===== config.mk =====
export PLATFORM = sky130hd
export DESIGN_NAME = hb_ifc_mem_xcel
export DESIGN_NICKNAME = d
export VERILOG_FILES = /design/src/rtl/hb_xcel_pkg.sv /design/src/rtl/hb_xcel_csr.sv /design/src/rtl/hb_ifc_mem_xcel.sv
export SDC_FILE = /design/constraint.sdc
export NUM_CORES = 1
export LEC_CHECK = 0
export BUFFER_PORTS_ARGS = -buffer_cell sky130_fd_sc_hd__buf_4
export CORE_MARGIN = 4
export CORE_UTILIZATION = 45
export DETAILED_ROUTE_END_ITERATION = 16
export GPL_TIMING_DRIVEN = 0
export HOLD_SLACK_MARGIN = 0.15
export PLACE_DENSITY = 0.66
export SYNTH_ARGS = -nofsm -noshare
export SYNTH_HDL_FRONTEND = slang
export SYNTH_SLANG_ARGS = --single-unit

===== constraint.sdc =====
create_clock -name clk -period 7 [get_ports clk]
set_input_delay 0.35 -clock clk [delete_from_list [all_inputs] [get_ports clk]]
set_output_delay 0.35 -clock clk [all_outputs]
set_load 0.02 [all_outputs]

===== src/rtl/hb_xcel_pkg.sv =====
// Shared definitions for the vector add-copy accelerator tile:
// CSR indices, FSM state encoding, memory op codes and a byte-mask helper.
package hb_xcel_pkg;

  localparam logic [2:0] CSR_GO     = 3'd0;
  localparam logic [2:0] CSR_SRC    = 3'd1;
  localparam logic [2:0] CSR_DST    = 3'd2;
  localparam logic [2:0] CSR_COUNT  = 3'd3;
  localparam logic [2:0] CSR_ADDEND = 3'd4;
  localparam logic [2:0] CSR_CYCLES = 3'd5;

  localparam logic LOAD  = 1'b0;
  localparam logic STORE = 1'b1;

  typedef enum logic [1:0] {
    IDLE = 2'd0,
    LD   = 2'd1,
    WAIT = 2'd2,
    ST   = 2'd3
  } state_t;

  // Merge write data into an existing register, one byte per mask bit.
  function automatic logic [31:0] apply_mask(input logic [31:0] old_val,
                                             input logic [31:0] wr_val,
                                             input logic [3:0]  mask);
    logic [31:0] res;
    for (int b = 0; b < 4; b++) begin
      res[b*8 +: 8] = mask[b] ? wr_val[b*8 +: 8] : old_val[b*8 +: 8];
    end
    return res;
  endfunction

endpackage


===== src/rtl/hb_xcel_csr.sv =====
// CSR file for the accelerator: byte-masked config registers, GO decode,
// registered slave response and, when HB_XCEL_CYCLE_CNT_EN is defined,
// a read-only busy-cycle counter at CSR 5.
module hb_xcel_csr
  import hb_xcel_pkg::*;
(
  input  logic        clk,
  input  logic        reset,
  input  logic [31:0] slave_addr,
  input  logic [31:0] slave_data,
  input  logic [3:0]  slave_mask,
  input  logic        slave_type,
  input  logic        slave_val,
  output logic        slave_yum,
  output logic [31:0] slave_ret_data,
  output logic        slave_ret_val,
  input  logic        busy,
  input  logic        done,
  output logic        go,
  output logic [31:0] src,
  output logic [31:0] dst,
  output logic [31:0] count,
  output logic [31:0] addend
);

  logic [2:0]  csr_idx;
  logic        wr_en;
  logic [31:0] rd_data;
  logic        unused_addr;

  assign csr_idx     = slave_addr[2:0];
  assign unused_addr = ^slave_addr[31:3];
  assign slave_yum   = slave_val;
  // Config writes and GO are dropped while a run is active, but still answered.
  assign wr_en       = slave_val && slave_type && !busy;
  assign go          = wr_en && (csr_idx == CSR_GO) && slave_data[0];

`ifdef HB_XCEL_CYCLE_CNT_EN
  logic [31:0] cycles;

  // Busy-cycle counter, restarted by each accepted GO.
  always_ff @(posedge clk or posedge reset) begin
    if (reset) begin
      cycles <= '0;
    end else if (go) begin
      cycles <= '0;
    end else if (busy) begin
      cycles <= cycles + 32'd1;
    end
  end
`endif

  // Config registers with bytewise write masking.
  always_ff @(posedge clk or posedge reset) begin
    if (reset) begin
      src    <= '0;
      dst    <= '0;
      count  <= '0;
      addend <= '0;
    end else if (wr_en) begin
      case (csr_idx)
        CSR_SRC:    src    <= apply_mask(src,    slave_data, slave_mask);
        CSR_DST:    dst    <= apply_mask(dst,    slave_data, slave_mask);
        CSR_COUNT:  count  <= apply_mask(count,  slave_data, slave_mask);
        CSR_ADDEND: addend <= apply_mask(addend, slave_data, slave_mask);
        default: ;
      endcase
    end
  end

  // Read mux over current (pre-write) register values.
  always_comb begin
    rd_data = '0;
    case (csr_idx)
      CSR_GO:     rd_data = {30'd0, done, busy};
      CSR_SRC:    rd_data = src;
      CSR_DST:    rd_data = dst;
      CSR_COUNT:  rd_data = count;
      CSR_ADDEND: rd_data = addend;
`ifdef HB_XCEL_CYCLE_CNT_EN
      CSR_CYCLES: rd_data = cycles;
`endif
      default:    rd_data = '0;
    endcase
  end

  // One-cycle registered response to every accepted request.
  always_ff @(posedge clk or posedge reset) begin
    if (reset) begin
      slave_ret_val  <= 1'b0;
      slave_ret_data <= '0;
    end else begin
      slave_ret_val  <= slave_val;
      slave_ret_data <= (slave_val && !slave_type) ? rd_data : 32'd0;
    end
  end

endmodule


===== src/rtl/hb_ifc_mem_xcel.sv =====
// Vector add-copy accelerator tile: dst[i] = src[i] + addend for count words.
// Optional busy-cycle counter at CSR 5 is enabled by HB_XCEL_CYCLE_CNT_EN.
//
// state | meaning
// IDLE  | waiting for GO; done/busy reported through STATUS
// LD    | load request for element i on the master port
// WAIT  | waiting for the load response tagged with i[10:0]
// ST    | store request of result for element i
module hb_ifc_mem_xcel
  import hb_xcel_pkg::*;
(
  input  logic        clk,
  input  logic        reset,
  input  logic [31:0] slave_addr,
  input  logic [31:0] slave_data,
  input  logic [3:0]  slave_mask,
  input  logic        slave_type,
  input  logic        slave_val,
  output logic        slave_yum,
  output logic [31:0] slave_ret_data,
  output logic        slave_ret_val,
  output logic        master_val,
  output logic        master_type,
  output logic [31:0] master_addr,
  output logic [10:0] master_opq,
  output logic [31:0] master_data,
  output logic [3:0]  master_mask,
  input  logic        master_rdy,
  input  logic [31:0] master_ret_data,
  input  logic [10:0] master_ret_opq,
  input  logic        master_ret_val
);

  state_t      state, state_nxt;
  logic [31:0] idx, idx_inc, result;
  logic        done, busy, go, ret_hit;
  logic [31:0] src, dst, count, addend;

  assign busy    = (state != IDLE);
  assign idx_inc = idx + 32'd1;
  assign ret_hit = master_ret_val && (master_ret_opq == idx[10:0]);

  hb_xcel_csr u_csr (
    .clk            (clk),
    .reset          (reset),
    .slave_addr     (slave_addr),
    .slave_data     (slave_data),
    .slave_mask     (slave_mask),
    .slave_type     (slave_type),
    .slave_val      (slave_val),
    .slave_yum      (slave_yum),
    .slave_ret_data (slave_ret_data),
    .slave_ret_val  (slave_ret_val),
    .busy           (busy),
    .done           (done),
    .go             (go),
    .src            (src),
    .dst            (dst),
    .count          (count),
    .addend         (addend)
  );

  // State register.
  always_ff @(posedge clk or posedge reset) begin
    if (reset) begin
      state <= IDLE;
    end else begin
      state <= state_nxt;
    end
  end

  // Next-state logic.
  always_comb begin
    state_nxt = state;
    case (state)
      IDLE: if (go && (count != 32'd0)) state_nxt = LD;
      LD:   if (master_rdy) state_nxt = WAIT;
      WAIT: if (ret_hit) state_nxt = ST;
      ST:   if (master_rdy) state_nxt = (idx_inc == count) ? IDLE : LD;
      default: state_nxt = IDLE;
    endcase
  end

  // Element index, load result and completion flag.
  always_ff @(posedge clk or posedge reset) begin
    if (reset) begin
      idx    <= '0;
      result <= '0;
      done   <= 1'b0;
    end else begin
      case (state)
        IDLE: begin
          if (go) begin
            idx  <= '0;
            done <= (count == 32'd0);
          end
        end
        WAIT: begin
          if (ret_hit) result <= master_ret_data + addend;
        end
        ST: begin
          if (master_rdy) begin
            idx <= idx_inc;
            if (idx_inc == count) done <= 1'b1;
          end
        end
        default: ;
      endcase
    end
  end

  // Master request outputs decoded from registered state; CSRs are frozen
  // while busy so the request holds steady until accepted.
  always_comb begin
    master_val  = 1'b0;
    master_type = LOAD;
    master_addr = '0;
    master_opq  = '0;
    master_data = '0;
    master_mask = 4'h0;
    case (state)
      LD: begin
        master_val  = 1'b1;
        master_type = LOAD;
        master_addr = src + {idx[29:0], 2'b00};
        master_opq  = idx[10:0];
        master_mask = 4'hF;
      end
      ST: begin
        master_val  = 1'b1;
        master_type = STORE;
        master_addr = dst + {idx[29:0], 2'b00};
        master_data = result;
        master_mask = 4'hF;
      end
      default: ;
    endcase
  end

endmodule


==> impl_metrics.toml <==
[status]
status = "complete, no violations"

[finish]
synthToLayoutAreaGrowth_pct = 22.4
drive_gt1_frac = 0.248
fin_cells = 2161
fin_area_mm2 = 0.0178
fin_nets = 1927

[clocking]
clk_latency_ns = 0.54
post_cts_resized = 0
postCtsSetupBuffers = 0
cts.sinks = 228
cts_max_path_buffers = 3
cts_buffers = 25
cts_root_buf = "clkbuf_16"
path_clk_slew_ns = 0.07
cts_tree = "yes"
htreeDepth = 1

[pwr]
p_sw_mw = 1.87
clockPowerShare = 0.274
intPower_mw = 3.11
pwr-share-seq = 0.353
ir_worst_vdd_uv = 159
swShare = 0.376
p_comb_frac = 0.373
p_leak_nw = 8.38
powerDensity_mw_per_mm2 = 281

[placed_design]
hpwl_um = 35600
placed_cell_area_mm2 = 0.0166
place_inst = 2078
gp_congestion = 0.911
io_buffer_count = 201

[sta]
relSlewSlack = 0.296
worst_pin_slew_ns = 1.06
setup_tns_ns = 0
maxSlewViolCount = 0
period_needed_ns = 6.69
setup_viol = 0
fin_skew_ns = 0.0186
fin_crit_sh = 0.955
hold_viol = 0
max_freq_mhz = 150
rsz0062_at_grt = "false"

[worst_setup_path]
critPathKind = "reg -> out"
crit_arrival_ns = 6.34
crit_path_max_fanout = 10
critical_path_required_ns = 6.65
cp-end-kind = "primary output"
worstSetupStartpointType = "flop"

[yosys]
netlist.area_leader.share = 0.393
ys_seq_area_frac = 0.393
synth_cell_type_count = 72
synth_most_common_cell = "dfrtp_1"
ys_top_cells_by_area = "dfrtp_1, mux2_2, ha_1"
synth_top_area_cell = "dfrtp_1"
syn-num-nets = 1664
synthTopCellsByCount = "dfrtp_1, mux2_2, nand2_1, a21oi_1, nor2_1"
synth_seq_cells = 228
yosys_warnings = 0
synth_ff_type = "dfrtp_1"
syn_inst = 1474
syn_area_per_cell_um2 = 9.84
synth_area_mm2 = 0.0145
async_flop_share = 1.00
synth_edf_count = 0

[global_route]
grt_use_met2 = 0.413
grt_max_degree = 127
grt_busiest_layer = "met2"
grt_usage = 0.256
gr-total-overflow = 0
grt_pass1_vias = 12410
met1_usage = 0.364
grt_pass1_wl_um = 72000
use_met3 = 0.0348
antenna_found_initial = 3

[route]
ant_nets = 0
drtIter0Drc = 995
drc = 0
drtPass1Iterations = 6
finalWirelength_um = 46600
wire_per_inst_um = 21.6
vias = 12697
post_drt_via_cell_ratio = 5.88

[die]
initial_utilization = 0.458
die_w_um = 188
die_y_um = 188
rows = 65
ios = 232
core_mm2 = 0.0316
die-area_mm2 = 0.0352

[run]
cap_violations = 0

[worst_hold_path]
min_path_type = "in -> reg"
==> layout by cell type (no fill, tap or decap), types with 15 or more instances in the layout <==
master         count
and3_1            15
clkbuf_16         25
nand3_1           23
inv_1             31
mux2_2           159
nor2_1            94
xor2_1            44
nand4_1           24
nor3_1            16
dlygate4sd3_1     34
ha_1              71
nor4_1            15
a21oi_1           99
xnor2_1           60
clkbuf_1          55
dfrtp_1          228
o31ai_1           23
o21ai_0           92
nand2_1          110
a21o_1            30
and2_1            55
a22oi_1           61
buf_4            211
==> path summary, 6_finish.rpt <==
path                               startpoint                        to  slack [ns]  depth (start not counted)
min                        master_ret_data[0]                 result[0]        0.19                          3
max reg2reg                            idx[1]                      done        3.36                          9
max                                  state[0]           master_addr[29]        0.31                         15
min in group asynchronous               reset                 result[1]        0.50                          3
min reg2reg                         result[4]                 result[4]        0.46                          2
max in group asynchronous               reset  u_csr.slave_ret_data[25]        5.39                          4
==> routing by layer <==
| metal | routed length, um | up-vias |
|---|---|---|
| li1 | - | 5947 |
| met1 | 20600 | 6170 |
| met2 | 21900 | 511 |
| met3 | 3020 | 67 |
| met4 | 1120 | 2 |
| met5 | 8 | - |
==> worst max-delay path, stage by stage (launching register included) <==
cell and delay [ns]:
dfrtp_1 0.43, ha_1 0.27, clkbuf_1 0.34, buf_1 0.60, buf_1 0.73, mux2_2 0.42, ha_1 0.24, a211oi_1 0.29
o21bai_1 0.17, o21ai_0 0.45, a221oi_1 0.26, a221oi_1 0.63, o21ai_0 0.26, a211oi_1 0.30, mux2i_1 0.23, buf_4 0.16
==> kinds of logic after synthesis <==
| logic type | share of synthesized area |
|---|---|
| multiplexers | 0.129 |
| buffers and inverters | 0.0305 |
| AND/OR/NAND/NOR | 0.148 |
| flip-flops | 0.393 |
| AO/OA/AOI/OAI | 0.172 |
| adder cells (fa/ha/maj) | 0.0640 |
| XOR/XNOR | 0.0628 |
==> registers in the layout (all words and copies together), names as in the netlist <==
register,cells
idx,32
u_csr.count,32
u_csr.dst,32
state,2
u_csr.slave_ret_data,32
u_csr.slave_ret_val,1
result,32
done,1
u_csr.addend,32
u_csr.src,32
==> power groups by stage <==
| stage | registers [mW] | logic [mW] | clock network, mW |
|---|---|---|---|
| after floorplan | 1.67 | 1.26 | 0 |
| after global placement | 1.76 | 1.80 | 0 |
| after detailed placement | 1.77 | 1.83 | 0 |
| after CTS | 1.75 | 1.86 | 1.38 |
| after global routing | 1.77 | 2.03 | 1.45 |
| final | 1.76 | 1.86 | 1.37 |
==> cell type report <==
| cell class | count | area (um2) |
|---|---|---|
| clock buffer | 37 | 741 |
| tap | 402 | 503 |
| antenna | 3 | 7.51 |
| buffer | 70 | 323 |
| fill | 2779 | 13900 |
| sequential | 228 | 5710 |
| inverter | 32 | 128 |
| timing repair buffer | 236 | 1880 |
| multi-input combinational | 1144 | 8360 |
| clock inverter | 9 | 115 |
==> stage by stage <==
step / utilization / total power, mW / worst slack [ns] / hold slack [ns]
finish: 0.561 / 4.98 / 0.314 / 0.193
global route: 0.561 / 5.25 / 0.0139 / 0.199
CTS: 0.561 / 4.99 / 0.367 / 0.176
detailed placement: 0.523 / 3.60 / 0.974 / 0.451
global placement: 0.522 / 3.56 / -2.18 / 0.451
floorplan: - / 2.94 / 0.402 / 0.381
==> repair_timing <==
item                                    CTS  global route
hold buffers                             34             0
hold endpoints to repair                231             0
endpoints found under the setup margin    0             0
Note: power is estimated with default switching activity, not from simulation.
